===== src/rtl/sad_min_engine.sv =====
// Sum-of-absolute-differences engine with running-minimum tracking for big/small block candidates.
// Optional early termination of losing candidates is enabled by defining SAD_EARLY_TERM_EN.
module sad_min_engine #(
    parameter int PIX_W       = 8,
    parameter int LANES       = 4,
    parameter int BIG_BEATS   = 16,
    parameter int SMALL_BEATS = 4,
    parameter int SAD_W       = 32,
    parameter int IDX_W       = 16
) (
    input  logic                   clk,
    input  logic                   rst_n,
    input  logic                   start,
    input  logic                   mode,
    input  logic                   clear_min,
    input  logic                   in_valid,
    output logic                   in_ready,
    input  logic [LANES*PIX_W-1:0] pix_a,
    input  logic [LANES*PIX_W-1:0] pix_b,
    output logic                   busy,
    output logic                   sad_valid,
    output logic [SAD_W-1:0]       sad_out,
    output logic                   sad_sat,
    output logic [SAD_W-1:0]       min_sad,
    output logic [IDX_W-1:0]       min_idx,
    output logic [IDX_W-1:0]       cand_idx
);

    localparam int LSUM_W = PIX_W + $clog2(LANES);
    localparam int MAX_B  = (BIG_BEATS > SMALL_BEATS) ? BIG_BEATS : SMALL_BEATS;
    localparam int CNT_W  = (MAX_B > 1) ? $clog2(MAX_B) : 1;

    typedef enum logic [1:0] {
        IDLE  = 2'd0,
        ACCUM = 2'd1,
        CMP   = 2'd2
    } state_t;

    state_t             state_q;
    logic [CNT_W-1:0]   cnt_q;
    logic [SAD_W-1:0]   acc_q;
    logic               sat_q;
    logic               in_ready_q;
    logic               busy_q;
    logic               sad_valid_q;
    logic [SAD_W-1:0]   sad_out_q;
    logic               sad_sat_q;
    logic [SAD_W-1:0]   min_sad_q;
    logic [IDX_W-1:0]   min_idx_q;
    logic [IDX_W-1:0]   cand_idx_q;

    logic [LSUM_W-1:0]  beat_sum;
    logic [SAD_W:0]     acc_sum;
    logic [SAD_W-1:0]   acc_d;
    logic               sat_d;
    logic               freeze;

    function automatic logic [LSUM_W-1:0] beat_sad(input logic [LANES*PIX_W-1:0] a,
                                                   input logic [LANES*PIX_W-1:0] b);
        logic [LSUM_W-1:0] s;
        logic [PIX_W-1:0]  pa;
        logic [PIX_W-1:0]  pb;
        s = '0;
        for (int i = 0; i < LANES; i++) begin
            pa = a[i*PIX_W +: PIX_W];
            pb = b[i*PIX_W +: PIX_W];
            s  = s + LSUM_W'((pa > pb) ? (pa - pb) : (pb - pa));
        end
        return s;
    endfunction

    assign beat_sum = beat_sad(pix_a, pix_b);
    assign acc_sum  = {1'b0, acc_q} + (SAD_W+1)'(beat_sum);

    // A carry out of the accumulator pins it at all ones and marks the result saturated.
    assign acc_d = acc_sum[SAD_W] ? '1 : acc_sum[SAD_W-1:0];
    assign sat_d = sat_q | acc_sum[SAD_W];

`ifdef SAD_EARLY_TERM_EN
    assign freeze = (acc_q >= min_sad_q);
`else
    assign freeze = 1'b0;
`endif

    always_ff @(posedge clk or negedge rst_n) begin
        if (!rst_n) begin
            state_q     <= IDLE;
            cnt_q       <= '0;
            acc_q       <= '0;
            sat_q       <= 1'b0;
            in_ready_q  <= 1'b0;
            busy_q      <= 1'b0;
            sad_valid_q <= 1'b0;
            sad_out_q   <= '0;
            sad_sat_q   <= 1'b0;
            min_sad_q   <= '1;
            min_idx_q   <= '0;
            cand_idx_q  <= '0;
        end else begin
            case (state_q)
                IDLE: begin
                    if (clear_min) begin
                        min_sad_q  <= '1;
                        min_idx_q  <= '0;
                        cand_idx_q <= '0;
                    end
                    if (start) begin
                        acc_q      <= '0;
                        sat_q      <= 1'b0;
                        cnt_q      <= mode ? CNT_W'(SMALL_BEATS - 1) : CNT_W'(BIG_BEATS - 1);
                        in_ready_q <= 1'b1;
                        busy_q     <= 1'b1;
                        state_q    <= ACCUM;
                    end
                end
                ACCUM: begin
                    if (in_valid) begin
                        if (!freeze) begin
                            acc_q <= acc_d;
                            sat_q <= sat_d;
                        end
                        if (cnt_q == '0) begin
                            sad_out_q   <= freeze ? acc_q : acc_d;
                            sad_sat_q   <= freeze ? sat_q : sat_d;
                            sad_valid_q <= 1'b1;
                            in_ready_q  <= 1'b0;
                            state_q     <= CMP;
                        end else begin
                            cnt_q <= cnt_q - 1'b1;
                        end
                    end
                end
                CMP: begin
                    // Strict compare: ties keep the earlier candidate.
                    if (sad_out_q < min_sad_q) begin
                        min_sad_q <= sad_out_q;
                        min_idx_q <= cand_idx_q;
                    end
                    cand_idx_q  <= cand_idx_q + 1'b1;
                    sad_valid_q <= 1'b0;
                    busy_q      <= 1'b0;
                    state_q     <= IDLE;
                end
                default: begin
                    in_ready_q  <= 1'b0;
                    busy_q      <= 1'b0;
                    sad_valid_q <= 1'b0;
                    state_q     <= IDLE;
                end
            endcase
        end
    end

    assign in_ready  = in_ready_q;
    assign busy      = busy_q;
    assign sad_valid = sad_valid_q;
    assign sad_out   = sad_out_q;
    assign sad_sat   = sad_sat_q;
    assign min_sad   = min_sad_q;
    assign min_idx   = min_idx_q;
    assign cand_idx  = cand_idx_q;

endmodule

===== config.mk =====
export PLATFORM = sky130hd
export DESIGN_NAME = sad_min_engine
export DESIGN_NICKNAME = d
export VERILOG_FILES = /design/src/rtl/sad_min_engine.sv
export SDC_FILE = /design/constraint.sdc
export NUM_CORES = 1
export LEC_CHECK = 0
export BUFFER_PORTS_ARGS = -buffer_cell sky130_fd_sc_hd__buf_2
export CAP_MARGIN = 0
export CORE_AREA = 4 4 142 281
export DETAILED_ROUTE_END_ITERATION = 10
export DIE_AREA = 0 0 146 285
export HOLD_SLACK_MARGIN = 0.03
export PLACE_DENSITY = 0.53
export SYNTH_ARGS = -nofsm -noshare
export SYNTH_HDL_FRONTEND = slang
export SYNTH_SLANG_ARGS = --single-unit

===== constraint.sdc =====
create_clock -name clk -period 4 [get_ports clk]
set_input_delay 0 -clock clk [delete_from_list [all_inputs] [get_ports clk]]
set_output_delay 0 -clock clk [all_outputs]
set_load 0.03 [all_outputs]

==> flow_summary.yaml, run 1 <==
place:
  portBuffers: 169
  place_congestion: 0.876
  dpl_worst_slack_ps: -2340
  hpwl_microns: 28100
grt:
  antenna_found_initial: 0
  grt_start_max_net_pins: 60
  grt_remaining_overflow: 0
  grt_pass1_wl_microns: 55400
  grt_usage_pct: 16.4
  grt_pass1_vias: 10900
synthesis:
  ys.flop_type: "dfrtp_1"
  synthAdderAreaFrac_pct: 17.8
  ys_async_sr_fraction_pct: 100
  synth_compound_area_share_pct: 18.3
  synthSimpleGateAreaFrac_pct: 13.3
  ys_ff_latch: 139
  synth_xor_area_share_pct: 4.38
  synth_nets: 1500
  synth_enable_flop_cells: 0
  synth.distinct_cells: 72
  synthMuxAreaShare_pct: 6.85
  synth_top_family_by_area: "compound AO/OA/AOI/OAI gates"
  syn_area_per_cell_sq_um: 8.71
  netlist_area_sq_um: 11200
  syn_inst: 1287
  yosys_warnings: 0
  ys_seq_area_share_pct: 31.4
detailed_routing:
  dr_wl_met3_microns: 903
  wire_per_inst_microns: 16.0
  top_layer: "met4"
  wl_microns: 34400
  wl_met2_microns: 20500
  drt-met1-wl_microns: 11800
  drt-vias-per-instance: 4.87
  postRouteAntennaNets: 0
  dr.first_iter.drc_count: 311
  drc: 0
  via_count: 10500
  first_pass_iters: 4
timing:
  rsz0062_at_grt: "yes"
  period_needed_ps: 5650
  setup_violations: 66
  hold_slack_ps: 94.4
  finalCritPeriodShare_pct: 141
  setup_ws_ps: -1650
  slew_viol_final: 0
  maxSlewHeadroom_pct: 24.7
  fmax_mhz: 177
  final_hold_viol_count: 0
  setup_tns_ps: -100100
  clock_skew_ps: 17.5
  tightest_slew_ps: 1130
clocking:
  cts.clk_slew.worst_paths_ps: 70
  h-tree-depth: 4
  cts_tree: "done"
  cts_sinks: 139
  cts_max_path_buffers: 2
  root_buffer: "clkbuf_16"
  worst_skew_pair.late_latency_ps: 430
  numCtsBuffers: 17
flow_run:
  drv_cap: 0
worst_setup_path:
  crit_fanout: 8
  start_kind: "input port"
  cp.arrival_ps: 5950
  cp_top_family: "adder cells"
  max_stage_delay_ps: 560
  worstPathRequired_ps: 4300
  endpoint_kind: "register"
  crit_type: "input port to register"
  critPathBufInv: 6
  critPathSlowestCell: "fa_1"
final_layout:
  layout_commonest_cell: "buf_4"
  nets: 1886
  syn_to_final_growth_pct: 40.1
  final_cell_mix: "buf_4, inv_1, buf_2, ha_1, dfrtp_1"
  n_antenna_cell: 0
  layout-drive-gt1-share_pct: 35.6
floorplan:
  ios: 170
  die_w_microns: 146
  fp.dieH_microns: 285
  die_area_sq_um: 41600
  row_count: 101
  core-area_sq_um: 37800
  start_util_pct: 29.7
pwr:
  irDropWorstVdd_mv: 0.855
  powerDensity_nw_per_um2: 946
  p_leak_nw: 8.39
outcome:
  violations: "negative setup slack"
  outcome: "finished, violations left"
min_path:
  hold_path_class: "input port to async pin"
## cells by family (layout without fill, tap and decap cells)
group                    Yosys count  in the layout
AO/OA/AOI/OAI                    326            326
XOR/XNOR                          56             56
adder cells (fa/ha/maj)          143            143
buffers and inverters            233            631
flip-flops                       139            139
multiplexers                      76             76
AND/OR/NAND/NOR                  314            315
## state kept, by name (all words and copies together) (netlist names), 2 cells and up
register,flops
state_q,2
min_idx,16
cand_idx,16
cnt_q,4
acc_q,32
sad_out,32
min_sad,32
## through the flow
step / utilization [%] / cell area [sq um] / total power, mW / instances
after global routing: 41.6 / 15700 / 16.1 / 2149
after CTS: 40.7 / 15400 / 14.6 / 2139
after detailed placement: 37.7 / 14200 / 11.8 / 2089
final: 41.6 / 15700 / 14.9 / 2149
after floorplan: - / 11400 / 8.15 / 1287
after global placement: 37.7 / 14200 / 11.6 / 2089
## power by group
group | leakage (nW) | total [mW] | switching [mW] | internal (mW)
Combinational | 6.36 | 10.9 | 5.70 | 5.23
Sequential | 1.73 | 2.25 | 0.420 | 1.83
Clock | 0.296 | 1.68 | 0.669 | 1.01
Total | 8.39 | 14.9 | 6.79 | 8.07
## worst register-to-register path, stage by stage, from the launching register on
cell	delay [ps]
dfstp_2	550
inv_1	60
ha_1	290
a21o_1	160
a21o_1	160
a21oi_1	140
o21ai_0	180
a222oi_1	490
nand2_2	310
buf_12	280
mux2_2	330
## layout make-up
| cell class | instances | area (sq um) |
|---|---|---|
| timing repair buffer | 413 | 2820 |
| sequential | 139 | 3520 |
| inverter | 186 | 701 |
| clock buffer | 18 | 439 |
| tap | 463 | 579 |
| fill | 3754 | 22100 |
| multi-input combinational | 916 | 7460 |
| clock inverter | 14 | 185 |
## per-layer routing
metal	global-route usage [%]	up-vias
met2	34.3	234
met3	1.65	66
li1	-	5178
met5	0	-
met4	7.70	0
met1	15.3	4980
## synth_stat cells, drive strengths merged (3+ instances only)
cell type	instances	area share (%)
nand2	97	3.2
a21oi	89	4.0
mux2i	70	6.2
mux2	6	0.60
or2	4	0.22
or3	7	0.39
a311oi	4	0.31
o21ai	94	4.3
and2	10	0.57
o211ai	9	0.60
o22ai	3	0.17
nor2	93	3.2
nor3	17	0.90
xor2	20	1.6
fa	27	4.8
dfstp	32	7.5
and3	8	0.45
o31ai	8	0.54
nand3	24	1.1
a31oi	15	0.84
nand2b	10	0.56
buf	20	0.94
nand4	23	1.3
a211o	3	0.23
o21bai	6	0.40
ha	116	13
clkbuf	27	0.90
and4	6	0.47
o21a	9	0.60
a22o	11	0.86
a21o	40	2.7
a211oi	7	0.47
nor2b	6	0.33
xnor2	36	2.8
o22a	4	0.32
nor4	4	0.22
dfrtp	107	24
inv	185	6.2
o2bb2ai	3	0.23
## what timing repair did
item / CTS / global route
hold buffers: 5 / 0
pin swaps: 51 / 48
gates resized for setup: 102 / 58
hold endpoints to repair: 63 / 0
setup buffers: 12 / 14
setup endpoints to repair: 66 / 66
gates cloned: 3 / 0
## worst paths after layout
check | slack (ps) | from | to | cells after the start
min | 90 | rst_n | cnt_q[3] | 2
max reg2reg | 930 | min_sad[5] | min_idx[2] | 10
min in group clk | 140 | clear_min | cand_idx[0] | 4
max | -1650 | pix_a[9] | acc_q[27] | 29
min reg2reg | 470 | cnt_q[0] | cnt_q[0] | 1
max in group asynchronous | 2870 | rst_n | min_sad[3] | 3
No activity file was read; power rests on OpenSTA's default activity.
==> inputs of run 2 (changes only) <==
--- a/config.mk
+++ b/config.mk
@@ -7,11 +7,13 @@
 export LEC_CHECK = 0
 export BUFFER_PORTS_ARGS = -buffer_cell sky130_fd_sc_hd__buf_2
 export CAP_MARGIN = 0
+export CELL_PAD_IN_SITES_DETAIL_PLACEMENT = 0
+export CELL_PAD_IN_SITES_GLOBAL_PLACEMENT = 1
 export CORE_AREA = 4 4 142 281
 export DETAILED_ROUTE_END_ITERATION = 10
 export DIE_AREA = 0 0 146 285
 export HOLD_SLACK_MARGIN = 0.03
-export PLACE_DENSITY = 0.53
+export PLACE_DENSITY = 0.65
 export SYNTH_ARGS = -nofsm -noshare
 export SYNTH_HDL_FRONTEND = slang
 export SYNTH_SLANG_ARGS = --single-unit
==> run 2 against run 1 <==
Net effect: the run still ends with negative setup slack left; maximum frequency up 0.96%; first-iteration DRC count down 5.5%; combinational power about the same; sequential share of layout area up 0.23 points; via count down 0.20%; clock power down 5%; largest cell class unchanged; global-route usage up 0.31 points.
==> flow_summary.yaml, run 2 (synthesized netlist as in run 1, its figures left out) <==
outcome:
  outcome: "finished, violations left"
  violations: "negative setup slack"
clocking:
  root_buffer: "clkbuf_16"
  cts_tree: "done"
  h-tree-depth: 4
  cts_sinks: 139
  cts.clk_slew.worst_paths_ps: 60
  numCtsBuffers: 17
  worst_skew_pair.late_latency_ps: 430
  cts_max_path_buffers: 2
grt:
  busiest_layer: "met2"
  grt_usage_pct: 16.7
  grt_pass1_vias: 11000
  antenna_found_initial: 0
  gr-usage-met2_pct: 35.0
  grt_start_max_net_pins: 70
  globalRouteMet1Util_pct: 15.0
  grt_remaining_overflow: 0
  grt_pass1_wl_microns: 56000
  grtUsageMet3_pct: 1.89
final_layout:
  nets: 1882
  n_antenna_cell: 0
  syn_to_final_growth_pct: 38.7
  layout_commonest_cell: "buf_4"
  layout-drive-gt1-share_pct: 35.2
  fillers: 3756
  post-route-util_pct: 41.1
  fin_cells: 2145
  final_cell_mix: "buf_4, inv_1, buf_2, dfrtp_1, ha_1"
detailed_routing:
  wire_per_inst_microns: 16.3
  via_count: 10400
  wl_microns: 35000
  first_pass_iters: 4
  drc: 0
  dr.first_iter.drc_count: 294
  postRouteAntennaNets: 0
  drt-vias-per-instance: 4.87
timing:
  period_needed_ps: 5590
  slew_viol_final: 0
  setup_ws_ps: -1590
  setup_violations: 66
  hold_slack_ps: 63.7
  clock_skew_ps: 12.1
  tightest_slew_ps: 1120
  final_hold_viol_count: 0
  fmax_mhz: 179
  maxSlewHeadroom_pct: 25.0
  finalCritPeriodShare_pct: 140
  rsz0062_at_grt: "yes"
worst_setup_path:
  crit_type: "input port to register"
  crit_fanout: 6
  endpoint_kind: "register"
  cp.arrival_ps: 5910
  worstPathRequired_ps: 4310
  start_kind: "input port"
min_path:
  hold_path_class: "input port to register"
pwr:
  p_leak_nw: 8.26
  irDropWorstVdd_mv: 0.859
  powerDensity_nw_per_um2: 949
floorplan:
  ios: 170
  fp.dieH_microns: 285
  die_w_microns: 146
  start_util_pct: 29.7
  row_count: 101
  die_area_sq_um: 41600
  core-area_sq_um: 37800
place:
  hpwl_microns: 29000
  place_congestion: 0.865
  place_inst: 2088
  portBuffers: 169
flow_run:
  drv_cap: 0
==> run 2: stage by stage <==
step / cell area, sq um / worst slack, ps / setup TNS [ps] / total power, mW
after global routing: 15500 / -1850 / -116840 / 16.1
after floorplan: 11400 / -2020 / -123560 / 8.15
after CTS: 15200 / -1570 / -99020 / 14.1
after detailed placement: 14200 / -2370 / -149190 / 12.0
after global placement: 14200 / -2340 / -144010 / 11.9
final: 15500 / -1590 / -98640 / 14.8
==> run 2: final timing paths <==
path,startpoint,to,slack [ps],depth (start not counted)
min reg2reg,cnt_q[0],cnt_q[0],470,1
max in group asynchronous,rst_n,min_sad[1],2810,3
min in group asynchronous,rst_n,state_q[1],150,2
max reg2reg,min_sad[5],min_sad[17],930,10
max,pix_a[4],acc_q[31],-1590,28
min,clear_min,cand_idx[0],60,4
==> run 2: metal layers <==
layer	part of all wire, %	up-vias	wire length, microns
li1	-	5177	-
met4	5.0	0	1760
met5	0	-	0
met3	2.8	77	990
met1	33	4962	11500
met2	59	221	20700
==> run 2: critical path, stage by stage <==
cell,delay (ps)
buf_6,100
inv_4,40
ha_4,180
a21o_1,180
or3_4,330
o221a_4,280
o21ai_4,160
buf_12,150
mux2i_4,290
a31oi_4,140
xnor2_2,160
fa_1,510
inv_1,50
fa_1,490
inv_2,40
ha_4,210
and2_1,130
a22o_1,220
o41ai_2,250
xnor2_1,130
xnor2_1,140
ha_1,360
nand3_1,100
a211o_1,330
a21oi_4,300
nand4_1,220
a21o_1,200
a22o_1,200
==> run 2: cell type report <==
| cell class | instances | area [sq um] | area share (%) |
|---|---|---|---|
| clock buffer | 17 | 425 | 2.74 |
| inverter | 186 | 701 | 4.51 |
| timing repair buffer | 410 | 2760 | 17.8 |
| clock inverter | 15 | 165 | 1.06 |
| multi-input combinational | 915 | 7390 | 47.6 |
| tap | 463 | 579 | 3.73 |
| sequential | 139 | 3520 | 22.6 |
==> run 2: where the power goes <==
part           internal [mW]  switching [mW]
combinational           5.19            5.69
clock                  0.929           0.664
sequential              1.83           0.443
total                   7.95            6.80
==> run 2: timing repair <==
action	4_1_cts	5_1_grt
resized for setup	60	65
hold endpoints to repair	73	0
endpoints found under the setup margin	66	66
pin swaps	45	22
setup buffers	11	11
hold buffers	5	0
==> inputs of run 3 (changes only) <==
--- a/config.mk
+++ b/config.mk
@@ -9,11 +9,11 @@
 export CAP_MARGIN = 0
 export CELL_PAD_IN_SITES_DETAIL_PLACEMENT = 0
 export CELL_PAD_IN_SITES_GLOBAL_PLACEMENT = 1
-export CORE_AREA = 4 4 142 281
+export CORE_AREA = 4 4 182 140
 export DETAILED_ROUTE_END_ITERATION = 10
-export DIE_AREA = 0 0 146 285
+export DIE_AREA = 0 0 186 144
 export HOLD_SLACK_MARGIN = 0.03
-export PLACE_DENSITY = 0.65
+export PLACE_DENSITY = 0.93
 export SYNTH_ARGS = -nofsm -noshare
 export SYNTH_HDL_FRONTEND = slang
 export SYNTH_SLANG_ARGS = --single-unit
==> run 3 against run 2 <==
Net effect: the flow still finishes with violations (negative setup slack); critical path depth up 4; first-iteration DRC count rose to 2.8 times the previous value; core utilization up 24 points; design area down 0.57%; flip-flop and latch count unchanged; sequential power about the same; worst hold slack better by 190 ps; die area down 36%; cell count down 7.6%; non-clock buffer count down 5; maximum frequency down 3.3%.
==> flow_summary.yaml, run 3 (synthesized netlist as in run 1, its figures left out) <==
clocking:
  h-tree-depth: 4
  cts_max_path_buffers: 2
  numCtsBuffers: 17
  root_buffer: "clkbuf_16"
  cts_sinks: 139
  worst_skew_pair.late_latency_ps: 420
  cts_tree: "done"
  cts.clk_slew.worst_paths_ps: 70
flow_run:
  drv_cap: 0
final_layout:
  design_area_sq_um: 15500
  syn_to_final_growth_pct: 37.9
  fillers: 1852
  nets: 1877
  n_antenna_cell: 0
  layout_commonest_cell: "buf_4"
  layout-drive-gt1-share_pct: 35.8
  final_cell_mix: "buf_4, inv_1, buf_2, dfrtp_1, ha_1"
worst_setup_path:
  start_kind: "input port"
  critPathSlowestCell: "fa_1"
  worstPathRequired_ps: 4340
  endpoint_kind: "register"
  cp.arrival_ps: 6130
  max_stage_delay_ps: 490
  crit_type: "input port to register"
  crit_fanout: 8
floorplan:
  die_area_sq_um: 26800
  ios: 170
  start_util_pct: 47.4
  fp.dieH_microns: 144
  row_count: 49
  die_w_microns: 186
  core-area_sq_um: 23700
outcome:
  outcome: "finished, violations left"
  violations: "negative setup slack"
timing:
  rsz0062_at_grt: "yes"
  slew_viol_final: 0
  fmax_mhz: 173
  finalCritPeriodShare_pct: 145
  period_needed_ps: 5790
  maxSlewHeadroom_pct: 18.0
  final_hold_viol_count: 0
  setup_violations: 66
  setup_ws_ps: -1790
  tightest_slew_ps: 1230
  hold_slack_ps: 258
  clock_skew_ps: 14.9
grt:
  antenna_found_initial: 0
  grt_usage_pct: 23.5
  grt_start_max_net_pins: 110
  grt_pass1_wl_microns: 51400
  grt_pass1_vias: 10400
  grt_remaining_overflow: 0
place:
  placed_area_sq_um: 13900
  hpwl_microns: 24600
  place_congestion: 0.900
  portBuffers: 169
detailed_routing:
  wl_microns: 32500
  drt-vias-per-instance: 5.40
  dr.first_iter.drc_count: 815
  postRouteAntennaNets: 0
  drc: 0
  via_count: 10700
  first_pass_iters: 5
  wire_per_inst_microns: 16.4
pwr:
  p_leak_nw: 8.27
  powerDensity_nw_per_um2: 984
  irDropWorstVdd_mv: 1.35
min_path:
  hold_path_class: "input port to async pin"
run 3: changes by cell type in the layout (fill, tap and decap cells not counted), sizes merged:
cell / before / now
clkinvlp: 4 / 2
buf: 405 / 399
inv: 190 / 192
dlygate4sd3: 5 / 6
run 3: final cells by class:
type	count	area, sq um	area share (%)
clock inverters	15	180	1.17
repair buffers	405	2750	17.8
well taps	306	383	2.48
inverters	186	701	4.53
multi-input cells	915	7500	48.5
flip-flops and latches	139	3520	22.8
clock buffers	17	425	2.75
run 3: metrics by stage:
step | utilization (%) | setup TNS [ps] | total power, mW | cells | setup slack (ps)
global route | 65.3 | -129170 | 16.3 | 1983 | -2020
finish | 65.3 | -112670 | 15.2 | 1983 | -1790
global placement | 58.9 | -133860 | 11.5 | 1922 | -2110
CTS | 63.7 | -107400 | 14.2 | 1977 | -1720
floorplan | - | -123560 | 8.15 | 1287 | -2020
detailed placement | 58.9 | -145590 | 11.7 | 1922 | -2320
run 3: final timing paths:
check                                start          end  slack, ps  cells past startpoint
worst max register to register  min_sad[5]   min_idx[2]       1180                     10
worst max-delay path              pix_a[4]  sad_out[29]      -1790                     32
max in group asynchronous            rst_n  min_sad[30]       2700                      3
worst min-delay path                 rst_n   min_idx[0]        260                      2
worst min register to register    cnt_q[0]     cnt_q[0]        490                      1
min in group clk                     start     in_ready        480                      4
run 3: layer usage:
layer	GRT usage, %	vias to the layer above	part of all wire [%]
li1	-	5182	-
met1	34.7	5139	47
met2	37.0	363	45
met3	3.47	34	6.9
met4	4.64	0	1.2
met5	0	-	0
run 3: report_power, final:
part           total [mW]  switching (mW)  internal (mW)  leakage [nW]
sequential           2.30           0.477           1.83          1.73
combinational        11.3            6.14           5.14          6.25
clock                1.63           0.686          0.943         0.292
run 3: critical path: cells and delay by family:
family	cells	cell delay (ps)
adders and majority gates	5	1740
AOI/OAI and AO/OA	9	1570
buffers and inverters	9	960
muxes	1	260
and+or+nand+nor	5	1170
xor gates and xnor gates	3	430
run 3: timing repair:
action | CTS | global route
setup buffers | 17 | 8
hold buffers | 6 | 0
setup endpoints to repair | 66 | 66
pin swaps | 57 | 31
gates resized for setup | 89 | 74
gates cloned | 1 | 0
hold endpoints to repair | 86 | 0
